==> src/rtl/sound_effects.sv <==
// Prioritised square-wave sound effect generator driven by physics event pulses.
// One tone (or the two-segment ball-lost sequence) plays at a time; higher or equal rank preempts.
module sound_effects #(
  parameter int unsigned DIV_WALL       = 113636,
  parameter int unsigned DIV_PADDLE     = 56818,
  parameter int unsigned DIV_BLOCK_BASE = 28409,
  parameter int unsigned DIV_BLOCK_STEP = 2000,
  parameter int unsigned DIV_LOST_HI    = 75757,
  parameter int unsigned DIV_LOST_LO    = 151515,
  parameter int unsigned TONE_CYCLES    = 2500000,
  parameter int unsigned LOST_CYCLES    = 10000000
) (
  input  logic       CLK,
  input  logic       RESET,
  input  logic       HIT_WALL,
  input  logic       HIT_PADDLE,
  input  logic       HIT_BLOCK,
  input  logic [2:0] HIT_BLOCK_ROW,
  input  logic       BALL_LOST,
  input  logic       MUTE,
  output logic       SPEAKER,
  output logic       BUSY
);

  typedef enum logic [1:0] {StIdle, StTone, StLostHi, StLostLo} stateT;

  stateT       stateQ, stateD;
  logic [2:0]  rankQ, rankD;
  logic [17:0] divQ, divD;
  logic [17:0] halfCntQ, halfCntD;
  logic [23:0] durCntQ, durCntD;
  logic        phaseQ, phaseD;

  logic [2:0]  candRank;
  logic [17:0] candDiv;
  logic [23:0] candDur;
  logic        take;

  always_comb begin
    candRank = 3'd0;
    candDiv  = 18'd0;
    candDur  = 24'(TONE_CYCLES);
    if (BALL_LOST) begin
      candRank = 3'd4;
      candDiv  = 18'(DIV_LOST_HI);
      candDur  = 24'(LOST_CYCLES);
    end else if (HIT_BLOCK) begin
      candRank = 3'd3;
      candDiv  = 18'(DIV_BLOCK_BASE) + 18'(HIT_BLOCK_ROW) * 18'(DIV_BLOCK_STEP);
    end else if (HIT_PADDLE) begin
      candRank = 3'd2;
      candDiv  = 18'(DIV_PADDLE);
    end else if (HIT_WALL) begin
      candRank = 3'd1;
      candDiv  = 18'(DIV_WALL);
    end
  end

  // The ball-lost sequence is uninterruptible, so only IDLE and TONE accept events.
  assign take = (stateQ == StIdle || stateQ == StTone) && candRank != 3'd0 && candRank >= rankQ;

  always_comb begin
    stateD   = stateQ;
    rankD    = rankQ;
    divD     = divQ;
    halfCntD = halfCntQ;
    durCntD  = durCntQ;
    phaseD   = phaseQ;

    if (stateQ != StIdle) begin
      if (halfCntQ == 18'd1) begin
        halfCntD = divQ;
        phaseD   = ~phaseQ;
      end else begin
        halfCntD = halfCntQ - 18'd1;
      end
      durCntD = durCntQ - 24'd1;
    end

    if (take) begin
      stateD   = (candRank == 3'd4) ? StLostHi : StTone;
      rankD    = candRank;
      divD     = candDiv;
      halfCntD = candDiv;
      durCntD  = candDur;
      phaseD   = 1'b1;
    end else if (stateQ != StIdle && durCntQ == 24'd1) begin
      if (stateQ == StLostHi) begin
        stateD   = StLostLo;
        divD     = 18'(DIV_LOST_LO);
        halfCntD = 18'(DIV_LOST_LO);
        durCntD  = 24'(LOST_CYCLES);
        phaseD   = 1'b1;
      end else begin
        stateD   = StIdle;
        rankD    = 3'd0;
        divD     = 18'd0;
        halfCntD = 18'd0;
        durCntD  = 24'd0;
        phaseD   = 1'b0;
      end
    end
  end

  always_ff @(posedge CLK) begin
    if (RESET) begin
      stateQ   <= StIdle;
      rankQ    <= 3'd0;
      divQ     <= 18'd0;
      halfCntQ <= 18'd0;
      durCntQ  <= 24'd0;
      phaseQ   <= 1'b0;
      SPEAKER  <= 1'b0;
      BUSY     <= 1'b0;
    end else begin
      stateQ   <= stateD;
      rankQ    <= rankD;
      divQ     <= divD;
      halfCntQ <= halfCntD;
      durCntQ  <= durCntD;
      phaseQ   <= phaseD;
      SPEAKER  <= phaseD & ~MUTE;
      BUSY     <= (stateD != StIdle);
    end
  end

endmodule
==> config.mk <==
export PLATFORM = sky130hd
export DESIGN_NAME = sound_effects
export DESIGN_NICKNAME = d
export VERILOG_FILES = /design/src/rtl/sound_effects.sv
export SDC_FILE = /design/constraint.sdc
export NUM_CORES = 1
export LEC_CHECK = 0
export CAP_MARGIN = 40
export CORE_MARGIN = 2
export CORE_UTILIZATION = 24
export DETAILED_ROUTE_END_ITERATION = 16
export GPL_ROUTABILITY_DRIVEN = 0
export GPL_TIMING_DRIVEN = 1
export SETUP_SLACK_MARGIN = 0.1
export SYNTH_ARGS = -nofsm -noshare
export SYNTH_HDL_FRONTEND = slang
export SYNTH_SLANG_ARGS = --single-unit
==> constraint.sdc <==
create_clock -name CLK -period 3.8 [get_ports CLK]
set_input_delay 0.57 -clock CLK [delete_from_list [all_inputs] [get_ports CLK]]
set_output_delay 0.57 -clock CLK [all_outputs]
set_load 0.05 [all_outputs]
==> results.yml <==
placed_design:
  place_hpwl_mm: 8.08
  place_ws_ps: 2.53
  port_buffers: 11
timing:
  worst_pin_slew_ps: 844
  hold_viol_final: 0
  finalSetupTns_ps: 0
  min_period_ps: 3420
  slew_headroom_pct: 43.7
  period_share_pct: 90.0
  timing.hold.ws_ps: 458
  rsz0062_at_grt: "no"
  fmax_mhz: 292
  setup_violations: 0
  timing.final.ws_setup_ps: 381
  drv_slew: 0
  clock_skew_ps: 4.96
yosys:
  syn-num-nets: 582
  yosys_most_used_dff: "dfxtp_1"
  yosysMostFrequentCell: "dfxtp_1"
  synth_cell_type_count: 71
  synth_top_area_share_pct: 30.3
  synth_warnings: 0
  synth-edff-count: 0
  async_reset_ff_share_pct: 0
  synth-seq-cells: 66
  syn_area_mm2: 0.00436
  syn_avg_cell_area_um2: 7.88
  synthTopCellsByArea: "dfxtp_1 30%, o21ai_0 4.7%, ha_1 4.6%"
  synth_cells: 553
  yosysSeqAreaShare_pct: 30.3
  synthTopCellsByCount: "66 x dfxtp_1, 47 x nor2_1, 41 x o21ai_0"
  netlist.top_cell.by_area: "dfxtp_1"
grt:
  track_usage_pct: 12.3
  gr-total-overflow: 0
  grt_pass1_wl_mm: 19.6
  grt_pass1_vias: 3957
  grt_max_degree: 46
  antenna_found_initial: 0
critical_path:
  r2r_cells: 6
  cp_cell_sequence: "clkdlybuf4s50_1 > inv_1 > fa_1 > xnor2_1 > ha_1 > nor2_1 > fa_1 > xor2_1 > a21bo_2 > o2111ai_1 > nand2_1 > o31a_1"
  rr_startpoint: "durCntQ[10]$_SDFFE_PP0P_"
  cpPeakStageDelay_ps: 590
  arrival_ps: 3650
  cp-end-kind: "flop"
  r2r_slack_ps: 1110
  cp.depth: 12
  required_ps: 4030
  r2r-end: "BUSY$_SDFF_PP0_"
  start_kind: "input pin"
  crit_type: "input pin to flop"
  critPathSlowestCell: "fa_1"
  cp_max_fo: 5
  crit_family: "adder cells"
  crit_path_frequent_cell: "fa_1"
  crit_buf_inv: 2
finish:
  synthToLayoutAreaGrowth_pct: 16.1
  insertedDiodeCount: 0
  final_nets: 592
  drive_gt1_share_pct: 12.0
clock_tree:
  numCtsBuffers: 9
  clockRootBuffer: "clkbuf_16"
  post_cts_buffers: 0
  cts.clk_slew.worst_paths_ps: 50
  cts_tree: "done"
  htreeDepth: 3
  clk_latency_ps: 340
  clk_path_buf_depth: 2
  cts_hold_buffers: 0
  ctsResizeCount: 0
  cts_sinks: 66
detailed_routing:
  route.detailed.drc: 0
  firstDrtPassIters: 5
  wl_per_cell_um: 14.8
  postRouteAntennaNets: 0
  vias: 4137
  vias_per_cell: 5.19
  drt_iter0_drc: 295
  wl_mm: 11.8
floorplanning:
  num_rows: 49
  coreArea_mm2: 0.0179
  initial_utilization_pct: 24.3
  ios: 12
  dieArea_mm2: 0.0192
  die_w_um: 139
  die_h_um: 139
power:
  p_leak_nw: 1.88
  powerDensity_mw_per_mm2: 625
  ir_drop_v: 0.000284
min_path:
  worstHoldPathType: "flop to flop"
  min_to: "divQ[12]$_SDFFE_PP0N_"
  hp-start: "divQ[12]$_SDFFE_PP0N_"
  hold_path_depth: 2
flow_run:
  drv_cap: 0
run_status:
  run_status: "finished, final reports clean"
metal layers:
layer | vias up | share of wire, % | track usage (%)
met5 | - | 0 | 0
li1 | 2069 | - | -
met2 | 97 | 46 | 20.4
met3 | 18 | 3.8 | 2.11
met4 | 0 | 2.0 | 4.63
met1 | 1953 | 48 | 16.0
state kept, by name, indices dropped and copies added, names as in the netlist:
signal	cells
durCntQ	24
rankQ	3
divQ	16
SPEAKER	1
phaseQ	1
halfCntQ	18
BUSY	1
stateQ	2
worst max path at each step:
stage                                start                   endpoint  slack, ps
final                     HIT_BLOCK_ROW[0]  halfCntQ[15]$_SDFFE_PP0P_        380
after global routing      HIT_BLOCK_ROW[0]  halfCntQ[15]$_SDFFE_PP0P_        140
after CTS                 HIT_BLOCK_ROW[0]  halfCntQ[15]$_SDFFE_PP0P_        350
after detailed placement  HIT_BLOCK_ROW[0]  halfCntQ[15]$_SDFFE_PP0P_          3
after global placement    HIT_BLOCK_ROW[0]  halfCntQ[15]$_SDFFE_PP0P_         70
after floorplan           HIT_BLOCK_ROW[0]  halfCntQ[15]$_SDFFE_PP0P_        590
cells in the final DEF (no fill, tap or decap), types with 5 or more instances in the layout:
master / instances
o21ai_0: 40
ha_1: 16
nand2_1: 37
nor2b_1: 6
xor2_1: 14
or3_1: 9
a21oi_1: 38
xnor2_1: 13
o21a_1: 10
nor4_1: 13
nand2b_1: 5
o211ai_1: 14
nor2_1: 46
and3_1: 7
clkbuf_16: 9
a211oi_1: 16
nand3_1: 15
nor3_1: 30
a31oi_1: 22
buf_4: 22
dfxtp_1: 66
inv_1: 24
clkdlybuf4s50_1: 10
nand4_1: 6
worst reg2reg max path, stage by stage, from the launching register on:
cell	delay [ps]
dfxtp_1	350
or4_4	570
nor4b_2	440
and3_1	570
nor2_2	70
a211oi_1	390
a31oi_1	150
final cells by class:
class / count / area, µm²
fillers: 1924 / 12800
well taps: 229 / 287
repair buffers: 34 / 290
clock buffers: 14 / 274
clock inverters: 2 / 10.0
inverters: 24 / 90.1
flip-flops and latches: 66 / 1320
multi-input cells: 428 / 2790
through the flow:
step           power, mW  instance area [µm²]  instances  util [%]
2_1_floorplan       2.02                 4360        553         -
4_1_cts             3.16                 5060        797      28.2
5_1_grt             3.38                 5060        797      28.2
6_report            3.16                 5060        797      28.2
3_3_place_gp        2.35                 4770        781      26.7
3_5_place_dp        2.36                 4770        781      26.7
cells by family (layout without fill, tap and decap cells):
kind of cell	after synthesis	after routing	synth area share [%]
AOI/OAI and AO/OA	175	175	26.0
xor gates and xnor gates	27	27	5.43
adders and majority gates	19	19	5.97
buffers and inverters	59	74	5.89
DFF	66	66	30.3
muxes	2	2	0.488
and+or+nand+nor	205	205	25.9
report_power, final:
part / leakage, nW / internal [mW] / switching, mW
logic: 1.20 / 0.561 / 0.782
registers: 0.546 / 0.849 / 0.167
clock network: 0.143 / 0.493 / 0.307
total: 1.88 / 1.90 / 1.26
Note: power is estimated with default switching activity, not from simulation.
